**src/rtl/uart_word_tx.sv**
```systemverilog
// rtl/uart_word_tx.sv - word-wide UART transmitter, MSB byte first, 8N1 frames
// Define UART_TX_PARITY_EN to insert an even-parity bit after the data bits of each frame.
module uart_word_tx #(
  parameter int NB_DATA = 32,
  parameter int NB_BYTE = 8,
  parameter int N_TICKS = 16
) (
  input  logic               i_clk,
  input  logic               i_reset,
  input  logic [NB_DATA-1:0] i_data,
  input  logic               i_valid,
  input  logic               i_tick,
  output logic               o_ready,
  output logic               o_data
);

  localparam int NB_WORDS = NB_DATA / NB_BYTE;
  localparam int TICK_W   = (N_TICKS > 1) ? $clog2(N_TICKS) : 1;
  localparam int BIT_W    = (NB_BYTE > 1) ? $clog2(NB_BYTE) : 1;
  localparam int BYTE_W   = (NB_WORDS > 1) ? $clog2(NB_WORDS) : 1;

  localparam logic [TICK_W-1:0] LAST_TICK = TICK_W'(N_TICKS - 1);
  localparam logic [BIT_W-1:0]  LAST_BIT  = BIT_W'(NB_BYTE - 1);
  localparam logic [BYTE_W-1:0] LAST_BYTE = BYTE_W'(NB_WORDS - 1);

`ifdef UART_TX_PARITY_EN
  typedef enum logic [2:0] {S_IDLE, S_START, S_DATA, S_PARITY, S_STOP} state_t;
`else
  typedef enum logic [1:0] {S_IDLE, S_START, S_DATA, S_STOP} state_t;
`endif

  state_t              state, state_n;
  logic [NB_DATA-1:0]  shift_reg, shift_n;
  logic [TICK_W-1:0]   tick_cnt, tick_n;
  logic [BIT_W-1:0]    bit_cnt, bit_n;
  logic [BYTE_W-1:0]   byte_cnt, byte_n;
  logic [NB_BYTE-1:0]  next_byte;
  logic                bit_end;
  logic                data_n;
  logic                ready_n;

  always_ff @(posedge i_clk) begin
    if (i_reset) begin
      state     <= S_IDLE;
      shift_reg <= '0;
      tick_cnt  <= '0;
      bit_cnt   <= '0;
      byte_cnt  <= '0;
      o_data    <= 1'b1;
      o_ready   <= 1'b1;
    end else begin
      state     <= state_n;
      shift_reg <= shift_n;
      tick_cnt  <= tick_n;
      bit_cnt   <= bit_n;
      byte_cnt  <= byte_n;
      o_data    <= data_n;
      o_ready   <= ready_n;
    end
  end

  always_comb begin
    state_n = state;
    shift_n = shift_reg;
    tick_n  = tick_cnt;
    bit_n   = bit_cnt;
    byte_n  = byte_cnt;
    bit_end = i_tick && (tick_cnt == LAST_TICK);

    if (state != S_IDLE && i_tick) begin
      tick_n = bit_end ? '0 : tick_cnt + 1'b1;
    end

    case (state)
      S_IDLE: begin
        if (i_valid) begin
          state_n = S_START;
          shift_n = i_data;
          tick_n  = '0;
          bit_n   = '0;
          byte_n  = '0;
        end
      end
      S_START: begin
        if (bit_end) begin
          state_n = S_DATA;
          bit_n   = '0;
        end
      end
      S_DATA: begin
        if (bit_end) begin
          if (bit_cnt == LAST_BIT) begin
            bit_n = '0;
`ifdef UART_TX_PARITY_EN
            state_n = S_PARITY;
`else
            state_n = S_STOP;
`endif
          end else begin
            bit_n = bit_cnt + 1'b1;
          end
        end
      end
`ifdef UART_TX_PARITY_EN
      S_PARITY: begin
        if (bit_end) state_n = S_STOP;
      end
`endif
      S_STOP: begin
        if (bit_end) begin
          if (byte_cnt == LAST_BYTE) begin
            state_n = S_IDLE;
          end else begin
            // next frame starts immediately: no idle gap between bytes
            shift_n = shift_reg << NB_BYTE;
            byte_n  = byte_cnt + 1'b1;
            state_n = S_START;
          end
        end
      end
      default: state_n = S_IDLE;
    endcase

    // outputs are computed from next state so the line comes straight off a flop
    next_byte = shift_n[NB_DATA-1 -: NB_BYTE];
    case (state_n)
      S_IDLE:   data_n = 1'b1;
      S_START:  data_n = 1'b0;
      S_DATA:   data_n = next_byte[bit_n];
`ifdef UART_TX_PARITY_EN
      S_PARITY: data_n = ^next_byte;
`endif
      S_STOP:   data_n = 1'b1;
      default:  data_n = 1'b1;
    endcase
    ready_n = (state_n == S_IDLE);
  end

endmodule

```
**config.mk**
```make
export PLATFORM = sky130hd
export DESIGN_NAME = uart_word_tx
export DESIGN_NICKNAME = d
export VERILOG_FILES = /design/src/rtl/uart_word_tx.sv
export SDC_FILE = /design/constraint.sdc
export NUM_CORES = 1
export LEC_CHECK = 0
export CORE_MARGIN = 5
export CORE_UTILIZATION = 55
export CTS_BUF_LIST = sky130_fd_sc_hd__clkbuf_4 sky130_fd_sc_hd__clkbuf_8
export DETAILED_ROUTE_END_ITERATION = 10
export MAX_ROUTING_LAYER = met4
export PLACE_DENSITY = 0.9
export SETUP_SLACK_MARGIN = 0.02
export SLEW_MARGIN = 15
export SYNTH_ARGS = -nofsm -noshare
export SYNTH_HDL_FRONTEND = slang
export SYNTH_SLANG_ARGS = --single-unit
```
**constraint.sdc**
```tcl
create_clock -name i_clk -period 4.71 [get_ports i_clk]
set_input_delay 0.942 -clock i_clk [delete_from_list [all_inputs] [get_ports i_clk]]
set_output_delay 0.942 -clock i_clk [all_outputs]
set_load 0.01 [all_outputs]
```
==> results.txt <==
Initial core utilization -> 0.576
GRT Overall Usage -> 0.221
Worst slew pin tran -> 0.959 ns
CTS tree -> yes
Multi-input gate area -> 1320 sq um
Total iterations of the first detailed-routing run -> 9
Clock transition at path regs -> 0.09 ns
Seq/Total Area, Yosys -> 0.383
# clock sinks -> 45
Post-CTS Hold Buffers -> 0
Vias per std cell -> 6.30
MaxCap Viol Count -> 0
WL/cell -> 16.5 um
Synth Area per Inst -> 8.75 sq um
Cts bufs inserted -> 5
Site row count -> 23
Die outline height -> 75.4 um
Area Growth Syn to Fin -> 19.1%
Core area -> 4090 sq um
Setup TNS -> 0 ns
Largest register FFs -> 32
Vias in the first global route -> 2090
Max frequency -> 284 MHz
Power Dens Cells -> 546 nW/um^2
Maximum VDD drop -> 0.256 mV
Number of synthesized flops with an enable pin -> 0
Number of I/O port buffers -> 37
Reg-to-reg critical path startpoint -> state[0]
Final worst-path cycle share -> 0.748
Initial drt markers -> 178
Crit path from -> i_tick
Placer Congestion -> 0.771
Worst skew pair latency -> 0.31 ns
Mapped Area -> 2350 sq um
Clock skew -> 0.00782 ns
Cells after synthesis -> 269
Overflow after GRT -> 0
Drt total wl -> 5660 um
HP Start -> shift_reg[5]
Via count -> 2167
Final design utilization -> 0.686
Antenna Cells -> 0
Leakage -> 1.07 nW
R2R Setup Slk -> 1.60 ns
Initial antenna violation count -> 0
Worst hold slack -> 0.522 ns
Arrival time at the worst endpoint -> 3.77 ns
Post-CTS Setup Repair Bufs -> 0
First-pass GRT wire length -> 9430 um
Crit end category -> flip-flop
Syn_nets -> 317
Hold Crit Class -> flip-flop to flip-flop
Slew Limit Fails -> 0
FF/Latch Area -> 901 sq um
Yosys warns -> 0
Fillers -> 348
CTS resizes -> 0
Die Span X -> 75.4 um
Final nets -> 341
Layout cells sized above 1 -> 0.0850
Crit path kind -> primary input to flip-flop
DP HPWL -> 3960 um
Slew headroom -> 0.359
Root Driver -> clkbuf_8
R2R cell count -> 10
Min cycle time layout -> 3.52 ns
Tot Pwr -> 0.00153 W
DRC -> 0
Worst hold endpoint -> shift_reg[5]
Startpoint Class -> primary input
Hold Path Stages -> 2
Bufs on Longest Clock Path -> 2
Worst EP required -> 4.95 ns
Number of H-tree levels -> 2
Setup Viol. Count Final -> 0
Post-synthesis sequential element count -> 45
Worst-path fanout max -> 8
I/O Pins -> 38
Die area -> 5690 sq um
Main synth FF type -> dfxtp_1
Final hold vios -> 0
Distinct cells, synth -> 51
Share of flip-flops with an asynchronous set or reset -> 0
Reg2Reg Capture Point -> o_data
Routed Antenna Nets -> 0
Outcome -> completed
RSZ-0062 raised after global routing -> false
Largest net degree at the start of global routing -> 26
## worst max path at each step
stage	to	slack, ns	depth (start not counted)
2_1_floorplan	o_data	1.61	10
3_3_place_gp	o_data	0.94	10
3_5_place_dp	o_data	0.86	10
4_1_cts	o_data	1.18	10
5_1_grt	o_data	0.93	10
6_report	o_data	1.19	10
## area by class of cell
type / count / area share
clock buffer: 5 / 0.0245
tap: 50 / 0.0223
timing repair buffer: 38 / 0.135
multi-input combinational: 195 / 0.471
inverter: 8 / 0.0107
clock inverter: 3 / 0.0156
sequential: 45 / 0.321
## report_power, final
group	total [W]	leakage (nW)	internal, W	switching, W
registers	0.000535	0.367	0.000473	0.0000621
logic	0.000695	0.640	0.000278	0.000417
clock network	0.000300	0.0585	0.000159	0.000141
## logic make-up (layout without fill, tap and decap cells)
group / count (synthesis) / count (layout) / share of synthesized area
compound gates: 71 / 71 / 0.257
fa+ha+maj: 12 / 12 / 0.0638
xor+xnor: 1 / 1 / 0.00372
buf+inv: 29 / 54 / 0.0564
mux: 4 / 4 / 0.0175
simple gates: 107 / 107 / 0.219
flops: 45 / 45 / 0.383
## worst max-delay path: stages
cell and delay, ns:
clkdlybuf4s50_1 0.62, and4_4 0.32, nor2_1 0.06, o41ai_1 0.64
inv_1 0.11, ha_1 0.23, nand2b_1 0.16, or3b_1 0.36
a211o_1 0.26, o211ai_2 0.07
## cells in the mapped netlist, types with 2 or more instances
| cell | instances | share of area |
|---|---|---|
| buf_2 | 4 | 0.0085 |
| nand2_1 | 22 | 0.035 |
| mux2i_1 | 3 | 0.013 |
| inv_1 | 8 | 0.013 |
| nor2b_1 | 4 | 0.011 |
| o21ai_0 | 9 | 0.019 |
| dfxtp_1 | 45 | 0.38 |
| a222oi_1 | 17 | 0.072 |
| o221a_2 | 3 | 0.014 |
| o211ai_1 | 2 | 0.0064 |
| ha_1 | 12 | 0.064 |
| clkbuf_1 | 14 | 0.022 |
| nand3_1 | 3 | 0.0064 |
| nand2b_1 | 5 | 0.013 |
| a32oi_1 | 2 | 0.0074 |
| a221oi_1 | 5 | 0.019 |
| a21oi_1 | 7 | 0.015 |
| o221a_1 | 2 | 0.0096 |
| a22oi_1 | 10 | 0.032 |
| a31oi_1 | 2 | 0.0053 |
| buf_6 | 2 | 0.0096 |
| and2_1 | 10 | 0.027 |
| nor2_1 | 50 | 0.080 |
## per-layer routing
| metal | GRT usage | routed length, um |
|---|---|---|
| met2 | 0.379 | 2830 |
| met5 | - | 0 |
| met3 | 0.0501 | 439 |
| met4 | 0.0718 | 59 |
| met1 | 0.254 | 2340 |
## cells in the final DEF, fill, tap and decap left out, drive strengths merged, types with 2 or more instances in the layout
cell type      synthesis  routed
a21oi                  7       7
a221oi                 5       5
a222oi                17      17
a22oi                 12      12
a31oi                  2       2
a32oi                  2       2
and2                  10      10
and3                   2       2
clkbuf                14       5
clkdlybuf4s50          0      37
dfxtp                 45      45
ha                    12      12
inv                    8       9
mux2i                  3       3
nand2                 22      22
nand2b                 6       6
nand3                  3       3
nand4                  2       2
nor2                  51      51
nor2b                  4       4
nor3b                  2       2
o211ai                 4       4
o21ai                  9       9
o221a                  5       5
## through the flow
| step | worst slack, ns | cells | cell area [sq um] |
|---|---|---|---|
| global placement | 0.944 | 336 | 2690 |
| detailed placement | 0.858 | 336 | 2690 |
| CTS | 1.18 | 344 | 2800 |
| floorplan | 1.61 | 269 | 2350 |
| finish | 1.19 | 344 | 2800 |
| global route | 0.927 | 344 | 2800 |
Power figures use the tool's default switching activity.
